===== src/rtl/irq_ctrl.sv =====
// Interrupt controller: synchronises raw lines, latches edge/level events into PENDING,
// masks with ENABLE to drive irq_o. Optional drop counter under `IRQ_CTRL_DROPCNT_EN.
module irq_ctrl #(
  parameter int          NUM_IRQ     = 16,
  parameter int          SYNC_STAGES = 2,
  parameter logic [31:0] LEVEL_MASK  = 32'h0
) (
  input  logic               clk,
  input  logic               rstn,
  input  logic [NUM_IRQ-1:0] irq_raw,
  output logic [NUM_IRQ-1:0] irq_o,
  input  logic [NUM_IRQ-1:0] eoi,
  input  logic               bus_valid,
  input  logic [3:0]         bus_addr,
  input  logic [3:0]         bus_wstrb,
  input  logic [31:0]        bus_wdata,
  output logic [31:0]        bus_rdata,
  output logic               bus_ready
);

  typedef enum logic [3:0] {
    A_PENDING = 4'h0,
    A_ENABLE  = 4'h4,
    A_RAW     = 4'h8,
    A_DROPCNT = 4'hC
  } addr_e;

  localparam logic [NUM_IRQ-1:0] LEVEL = LEVEL_MASK[NUM_IRQ-1:0];

  logic [NUM_IRQ-1:0] r_sync [SYNC_STAGES];
  logic [NUM_IRQ-1:0] r_prev;
  logic [NUM_IRQ-1:0] r_pending;
  logic [NUM_IRQ-1:0] r_enable;
  logic [NUM_IRQ-1:0] r_irq;
  logic               r_ready;
  logic [31:0]        r_rdata;

  logic [NUM_IRQ-1:0] w_s;
  logic [NUM_IRQ-1:0] w_set;
  logic [NUM_IRQ-1:0] w_clr;
  logic [NUM_IRQ-1:0] w_w1c;
  logic [NUM_IRQ-1:0] w_bitmask;
  logic [NUM_IRQ-1:0] w_wdata;
  logic [NUM_IRQ-1:0] w_enable_nxt;
  logic [31:0]        w_bytemask;
  logic [31:0]        w_rdmux;
  logic               w_accept;
  logic               w_wr;
  logic               w_rd;
  logic               w_unused;

  assign w_s   = r_sync[SYNC_STAGES-1];
  assign w_set = (w_s & ~r_prev & ~LEVEL) | (w_s & LEVEL);

  // An access is taken only while ready is low, so each transfer costs two cycles.
  assign w_accept   = bus_valid & ~r_ready;
  assign w_wr       = w_accept & (|bus_wstrb);
  assign w_rd       = w_accept & ~(|bus_wstrb);
  assign w_bytemask = {{8{bus_wstrb[3]}}, {8{bus_wstrb[2]}}, {8{bus_wstrb[1]}}, {8{bus_wstrb[0]}}};
  assign w_bitmask  = w_bytemask[NUM_IRQ-1:0];
  assign w_wdata    = bus_wdata[NUM_IRQ-1:0];
  assign w_unused   = ^{bus_wdata, w_bytemask};

  assign w_w1c        = (w_wr && bus_addr == A_PENDING) ? (w_bitmask & w_wdata) : '0;
  assign w_clr        = eoi | w_w1c;
  assign w_enable_nxt = (w_wr && bus_addr == A_ENABLE)
                      ? ((r_enable & ~w_bitmask) | (w_wdata & w_bitmask)) : r_enable;

`ifdef IRQ_CTRL_DROPCNT_EN
  logic [15:0] r_dropcnt;
  logic        w_drop;
  logic        w_cnt_clr;

  // A lost edge: an edge source fires again before its previous event was retired.
  assign w_drop    = |(w_set & ~LEVEL & r_pending & ~w_clr);
  assign w_cnt_clr = w_wr && bus_addr == A_DROPCNT;

  always_ff @(posedge clk) begin
    if (!rstn)                              r_dropcnt <= '0;
    else if (w_cnt_clr)                     r_dropcnt <= '0;
    else if (w_drop && r_dropcnt != 16'hFFFF) r_dropcnt <= r_dropcnt + 16'd1;
  end
`endif

  always_comb begin
    w_rdmux = '0;
    case (bus_addr)
      A_PENDING: w_rdmux = 32'(r_pending);
      A_ENABLE:  w_rdmux = 32'(r_enable);
      A_RAW:     w_rdmux = 32'(w_s);
`ifdef IRQ_CTRL_DROPCNT_EN
      A_DROPCNT: w_rdmux = {16'h0, r_dropcnt};
`endif
      default:   w_rdmux = '0;
    endcase
  end

  // NOTE: every flop here, including the synchroniser chain, is cleared by the
  // synchronous reset; state is updated with non-blocking assignments only.
  always_ff @(posedge clk) begin
    if (!rstn) begin
      for (int i = 0; i < SYNC_STAGES; i++) r_sync[i] <= '0;
      r_prev    <= '0;
      r_pending <= '0;
      r_enable  <= '0;
      r_irq     <= '0;
      r_ready   <= 1'b0;
      r_rdata   <= '0;
    end else begin
      r_sync[0] <= irq_raw;
      for (int i = 1; i < SYNC_STAGES; i++) r_sync[i] <= r_sync[i-1];
      r_prev    <= w_s;
      r_pending <= (r_pending & ~w_clr) | w_set;
      r_enable  <= w_enable_nxt;
      r_irq     <= r_pending & r_enable;
      r_ready   <= w_accept;
      r_rdata   <= w_rd ? w_rdmux : '0;
    end
  end

  assign irq_o     = r_irq;
  assign bus_ready = r_ready;
  assign bus_rdata = r_rdata;

endmodule


===== config.mk =====
export PLATFORM = sky130hd
export DESIGN_NAME = irq_ctrl
export DESIGN_NICKNAME = d
export VERILOG_FILES = /design/src/rtl/irq_ctrl.sv
export SDC_FILE = /design/constraint.sdc
export NUM_CORES = 1
export LEC_CHECK = 0
export BUFFER_PORTS_ARGS = -buffer_cell sky130_fd_sc_hd__buf_4
export CORE_UTILIZATION = 54
export CTS_CLUSTER_SIZE = 16
export DETAILED_ROUTE_END_ITERATION = 12
export PLACE_DENSITY = 0.81
export SYNTH_ARGS = -nofsm -noshare
export SYNTH_HDL_FRONTEND = slang
export SYNTH_SLANG_ARGS = --single-unit
export TNS_END_PERCENT = 10

===== constraint.sdc =====
create_clock -name clk -period 2.83 [get_ports clk]
set_input_delay 0.566 -clock clk [delete_from_list [all_inputs] [get_ports clk]]
set_output_delay 0.566 -clock clk [all_outputs]
set_load 0.05 [all_outputs]

==> results of run 1 <==
-- worst max-delay path by stage --
| stage | slack (ps) | cells after the start | to |
|---|---|---|---|
| after floorplan | 1190 | 5 | bus_rdata[12]$_SDFF_PN0_ |
| after global placement | 770 | 4 | register |
| after detailed placement | 720 | 4 | register |
| after CTS | 1150 | 3 | register |
| after global routing | 1060 | 3 | register |
| final | 1150 | 3 | register |
-- cells in the mapped netlist --
library cell and count:
dfxtp_1 113, a22oi_1 12, a211oi_1 1, nand4_1 1, nand2_1 60, mux2i_1 16, mux2_2 12, and2_1 35
nor3_2 1, nor3_1 1, nor4b_2 1, o22ai_1 8, and3_1 24, a21oi_1 4, clkbuf_1 13, nor4b_4 1
o21ai_0 12, nor4_1 2, inv_1 16, a311o_1 8, conb_1 1, buf_2 6, nor2_1 13, buf_4 16
and3b_1 10, buf_1 1, nand3b_1 8, nor2b_1 1, buf_6 3
-- per-layer routing --
metal  track usage  vias to the layer above  routed length, µm
li1              -                     1497                  -
met4         0.109                        0                126
met2         0.389                      136               4300
met1         0.293                     1413               3680
met5             0                        -                  0
met3        0.0812                       13                672
-- worst max-delay path, delay by kind of cell (launching register included) --
kind | cells | cell delay (ps)
and+or+nand+nor | 2 | 1020
DFF | 1 | 330
muxes | 1 | 260
-- logic make-up (layout without fill, tap and decap cells) --
| group | count (synthesis) | count (layout) | share of synthesized area |
|---|---|---|---|
| compound gates | 45 | 45 | 0.0763 |
| flops | 113 | 113 | 0.561 |
| buf+inv | 55 | 143 | 0.0735 |
| simple gates | 158 | 158 | 0.216 |
| mux | 28 | 28 | 0.0732 |
| other cells | 1 | 16 | 0.000929 |
-- area by class of cell --
type / count / area (µm²) / share of cell area
sequential: 113 / 2260 / 0.429
multi-input combinational: 247 / 1540 / 0.292
timing repair buffer: 96 / 721 / 0.137
clock buffer: 26 / 498 / 0.0943
tap: 99 / 124 / 0.0235
clock inverter: 5 / 75.1 / 0.0142
inverter: 16 / 60.1 / 0.0114
-- stage by stage --
| step | cells | setup WS (ps) | util | power [µW] | instance area (µm²) |
|---|---|---|---|---|---|
| after global placement | 571 | 767 | 0.649 | 1900 | 4710 |
| after floorplan | 415 | 1190 | - | 1830 | 4090 |
| after detailed placement | 571 | 718 | 0.649 | 1900 | 4710 |
| after CTS | 602 | 1150 | 0.728 | 3920 | 5280 |
| final | 602 | 1150 | 0.728 | 3900 | 5280 |
| after global routing | 602 | 1060 | 0.728 | 4010 | 5280 |
-- report_power, final --
| part | switching [µW] | internal, µW |
|---|---|---|
| combinational | 135 | 91.9 |
| sequential | 18.1 | 1630 |
| clock | 661 | 1360 |
| total | 813 | 3080 |
==> flow_metrics.py, run 1 <==
metrics = {
    "routing": {
        "drc": 0,
        "firstDrtPassIters": 5,
        "drtIter0Drc": 211,
        "viasPerCell": 5.08,
        "wl_per_cell_um": 14.6,
        "detail_route.wirelength_um": 8780,
        "detail-route-antenna-nets": 0,
        "dr_total_vias": 3059,
    },
    "setup_path": {
        "cp-end-kind": "register",
        "cp_slowest_cell": "and2_1",
        "path_cells": "and3b_1 > and2_1 > mux2i_1",
        "rr_worst_depth": 3,
        "cpPeakStageDelay_ps": 540,
        "r2r_start": "bus_ready$_SDFF_PN0_",
        "arrival_ps": 2110,
        "crit_type": "reg2reg",
        "crit_required_ps": 3260,
        "crit_path_start": "bus_ready$_SDFF_PN0_",
        "rrSetupSlack_ps": 1150,
        "crit_fanout": 9,
        "start_kind": "register",
    },
    "layout": {
        "antenna_cells": 0,
        "fillers": 535,
        "area_growth_syn_to_layout_pct": 30.8,
        "final_common_cell": "dfxtp_1",
        "drive_above_1_share": 0.276,
        "finalNetCount": 566,
        "final_cell_mix": "dfxtp_1, buf_4, nand2_1",
    },
    "sta": {
        "finalClockSkew_ps": 6.97,
        "worst-slew-pin-transition_ps": 731,
        "period_minus_slack_ps": 1680,
        "hold-worst-slack_ps": 256,
        "tns_ps": 0,
        "setup_violations": 0,
        "fmax_mhz": 594,
        "hold_viol": 0,
        "rsz0062_at_grt": "no",
        "slew_headroom": 0.513,
        "drv_slew": 0,
        "period_share": 0.595,
    },
    "logic_synthesis": {
        "synth_top_area_frac": 0.561,
        "postSynthAreaPerCell_um2": 10.1,
        "synthTopCellsByArea": "dfxtp_1, nand2_1, and2_1",
        "synth.distinct_cells": 29,
        "synth_seq_cells": 113,
        "yosysWarnings": 0,
        "postSynthCellCount": 400,
        "yosysTopAreaCell": "dfxtp_1",
        "yosysSeqAreaShare": 0.561,
        "synth_area_mm2": 0.00404,
    },
    "placement": {
        "numPortBuffers": 91,
        "dpl.hpwl_um": 5630,
        "gp_congestion": 0.767,
    },
    "clock_tree": {
        "clock_sinks": 113,
        "cts_resized": 0,
        "clk_latency_ps": 510,
        "cts_buffer_depth": 2,
        "root_buffer": "clkbuf_8",
        "cts_tree": "yes",
        "htreeDepth": 4,
        "cts_setup_buffers": 0,
        "cts_buffers": 17,
        "path_clk_slew_ps": 50,
        "cts_hold_buffers": 0,
    },
    "global_routing": {
        "grt_max_degree": 87,
        "grt_pass1_vias": 2879,
        "grt_pass1_wl_um": 13700,
        "gr-usage-all-layers": 0.241,
        "antenna_found_initial": 0,
        "grt_overflow": 0,
    },
    "floorplanning": {
        "dieArea_mm2": 0.00782,
        "start_util": 0.556,
        "die_w_um": 88.4,
        "core_mm2": 0.00725,
        "top_level_ports": 124,
        "die_h_um": 88.4,
        "rows": 31,
    },
    "power": {
        "powerDensity_mw_per_mm2": 738,
        "p_leak_uw": 0.00244,
        "peakVddDrop_v": 0.000463,
    },
    "hold_path": {
        "hold_depth": 2,
        "hp-start": "irq_raw[7]",
        "worst_hold_path.endpoint": "r_sync[0][7]$_SDFF_PN0_",
        "hold_path.class": "in2reg",
    },
    "run": {
        "max_cap_violations": 0,
    },
    "run_status": {
        "status": "completed",
    },
}
(Power assumes the default switching activity.)
==> inputs of run 2 (changes only) <==
--- a/config.mk
+++ b/config.mk
@@ -5,11 +5,12 @@
 export SDC_FILE = /design/constraint.sdc
 export NUM_CORES = 1
 export LEC_CHECK = 0
+export ABC_AREA = 1
 export BUFFER_PORTS_ARGS = -buffer_cell sky130_fd_sc_hd__buf_4
-export CORE_UTILIZATION = 54
+export CORE_UTILIZATION = 51
 export CTS_CLUSTER_SIZE = 16
 export DETAILED_ROUTE_END_ITERATION = 12
-export PLACE_DENSITY = 0.81
+export PLACE_DENSITY = 0.77
 export SYNTH_ARGS = -nofsm -noshare
 export SYNTH_HDL_FRONTEND = slang
 export SYNTH_SLANG_ARGS = --single-unit
==> constraint.sdc (replaced) <==
create_clock -name clk -period 1.6 [get_ports clk]
set_input_delay 0.32 -clock clk [delete_from_list [all_inputs] [get_ports clk]]
set_output_delay 0.32 -clock clk [all_outputs]
set_load 0.05 [all_outputs]
==> run 2 against run 1 <==
Setup slack lost 970 ps; combinational power up 110%; design area up 11%; via count rose by 23%; sequential share of layout area down 4.2 points; count of clock-buffer cells in the layout fell by 8; die area is 12% higher; clock skew is 3.5 ps higher; non-clock buffer count increased by 25; largest cell class unchanged.
==> flow_metrics.py, run 2 <==
metrics = {
    "layout": {
        "finalNetCount": 763,
        "drive_above_1_share": 0.238,
        "multi_input_area_mm2": 0.00142,
        "final_cell_mix": "nand2_1, dfxtp_1, inv_1",
        "design_area_mm2": 0.00586,
        "area_growth_syn_to_layout_pct": 36.8,
        "fillers": 627,
        "regArea_mm2": 0.00226,
        "antenna_cells": 0,
        "final_common_cell": "nand2_1",
    },
    "logic_synthesis": {
        "synthTopCellsByArea": "dfxtp_1, nand2_1, inv_1",
        "yosysSeqAreaShare": 0.529,
        "postSynthCellCount": 566,
        "yosysWarnings": 0,
        "postSynthAreaPerCell_um2": 7.56,
        "yosysMostFrequentCell": "nand2_1",
        "yosysTopAreaCell": "dfxtp_1",
        "synth_top_area_frac": 0.529,
        "synth_commonest_cells": "nand2_1, dfxtp_1, inv_1, nor2_1, nand3_1",
        "synth-async-reset-ratio": 0,
        "synth.distinct_cells": 24,
        "synth_area_mm2": 0.00428,
        "synth_edf_count": 0,
        "synth_seq_cells": 113,
        "synth-main-ff-cell": "dfxtp_1",
    },
    "floorplanning": {
        "top_level_ports": 124,
        "start_util": 0.524,
        "die_h_um": 93.6,
        "die_w_um": 93.6,
        "core_mm2": 0.00818,
        "rows": 33,
        "dieArea_mm2": 0.00876,
    },
    "clock_tree": {
        "cts_resized": 0,
        "cts_buffers": 17,
        "cts_buffer_depth": 2,
        "cts_tree": "yes",
        "root_buffer": "clkbuf_8",
        "clk_latency_ps": 530,
        "path_clk_slew_ps": 60,
        "cts_setup_buffers": 0,
        "htreeDepth": 4,
        "cts_hold_buffers": 16,
        "clock_sinks": 113,
    },
    "setup_path": {
        "path_cells": "buf_4",
        "start_kind": "register",
        "r2r_start": "bus_ready$_SDFF_PN0_",
        "crit_fanout": 2,
        "arrival_ps": 1100,
        "cpPeakStageDelay_ps": 370,
        "rr_endpoint": "bus_rdata[11]$_SDFF_PN0_",
        "rr_worst_depth": 5,
        "crit_path_start": "bus_ready$_SDFF_PN0_",
        "rrSetupSlack_ps": 280,
        "endpoint": "bus_ready",
        "cp-end-kind": "output pin",
        "path_buf_inv": 1,
        "cp_slowest_cell": "dfxtp_1",
        "crit_required_ps": 1280,
        "cp_top_family": "flip-flops",
        "crit_type": "reg2out",
        "cp_num_cells": 1,
    },
    "sta": {
        "tns_ps": 0,
        "fmax_mhz": 705,
        "hold_viol": 0,
        "finalClockSkew_ps": 10.5,
        "period_share": 0.887,
        "setup_violations": 0,
        "period_minus_slack_ps": 1420,
        "layout_setup_ws_ps": 181,
        "rsz0062_at_grt": "no",
        "drv_slew": 0,
    },
    "global_routing": {
        "grt_max_degree": 32,
        "grt_pass1_vias": 3682,
        "antenna_found_initial": 0,
        "gr-usage-all-layers": 0.250,
        "grt_pass1_wl_um": 16200,
        "grt_overflow": 0,
    },
    "power": {
        "peakVddDrop_v": 0.000778,
        "p_leak_uw": 0.00311,
        "powerDensity_mw_per_mm2": 1260,
    },
    "routing": {
        "drc": 0,
        "detail-route-antenna-nets": 0,
        "drt-met1-wl_um": 3880,
        "wl_met3_um": 765,
        "viasPerCell": 4.66,
        "wl_per_cell_um": 12.7,
        "dr_total_vias": 3757,
        "detail_route.wirelength_um": 10200,
        "firstDrtPassIters": 5,
        "wl_met2_um": 5250,
        "drtIter0Drc": 179,
        "dr.max_layer_used": "met4",
    },
    "run": {
        "max_cap_violations": 0,
    },
    "placement": {
        "gp_congestion": 0.805,
        "dp_slack_ps": 143,
        "numPortBuffers": 91,
        "postPlaceCellArea_mm2": 0.00507,
        "dpl.hpwl_um": 6470,
    },
    "hold_path": {
        "hold_path.class": "in2reg",
    },
    "run_status": {
        "status": "completed",
    },
}
## run 2: cell types whose count changed after synthesis, sizes merged, moves of 10 or more
| cell | before | now |
|---|---|---|
| nand2 | 60 | 157 |
| and3 | 24 | 0 |
| mux2i | 16 | 0 |
| a22oi | 12 | 0 |
| nor3 | 2 | 33 |
| and2 | 35 | 0 |
| or2 | 0 | 16 |
| mux2 | 12 | 0 |
| nor2 | 13 | 54 |
| o21ai | 12 | 1 |
| nand3 | 0 | 34 |
| and3b | 10 | 0 |
| inv | 16 | 114 |
## run 2: how the worst min path moves through the flow
stage | slack, ps | cells past startpoint | startpoint | end
3_5_place_dp | 400 | 2 | r_sync[0][2]$_SDFF_PN0_ | r_sync[0][18]$_SDFF_PN0_
2_1_floorplan | 390 | 2 | r_sync[0][0]$_SDFF_PN0_ | r_sync[0][16]$_SDFF_PN0_
5_1_grt | 40 | 3 | bus_wdata[7] | register
6_report | 30 | 3 | bus_wdata[12] | register
3_3_place_gp | 390 | 2 | r_sync[0][13]$_SDFF_PN0_ | r_sync[0][29]$_SDFF_PN0_
4_1_cts | 20 | 3 | bus_wdata[12] | register
## run 2: stage by stage
stage	cells	utilization	hold WS, ps	total power, µW
after floorplan	581	-	390	3250
after global placement	758	0.620	393	3400
after detailed placement	758	0.620	399	3410
after CTS	806	0.716	16.8	7410
after global routing	806	0.716	41.6	7600
final	806	0.716	26.5	7390
## run 2: per-layer routing
layer / GRT usage / vias up
li1: - / 1888
met1: 0.256 / 1683
met2: 0.450 / 155
met3: 0.0772 / 31
met4: 0.135 / 0
met5: 0 / -
## run 2: final cells by class
| cell class | instances | area share |
|---|---|---|
| flip-flops and latches | 113 | 0.386 |
| inverters | 116 | 0.0744 |
| repair buffers | 121 | 0.166 |
| clock inverters | 14 | 0.0361 |
| well taps | 105 | 0.0224 |
| clock buffers | 18 | 0.0714 |
| multi-input cells | 319 | 0.243 |
## run 2: cells by family after synthesis
group,after synthesis,synth area share
DFF,113,0.529
and+or+nand+nor,296,0.309
buffers and inverters,149,0.152
other,1,0.000876
AOI/OAI and AO/OA,7,0.00994
## run 2: power breakdown
group / switching (µW) / internal [µW] / total [µW]
Combinational: 285 / 191 / 476
Sequential: 25.8 / 2890 / 2910
Clock: 1320 / 2680 / 4000
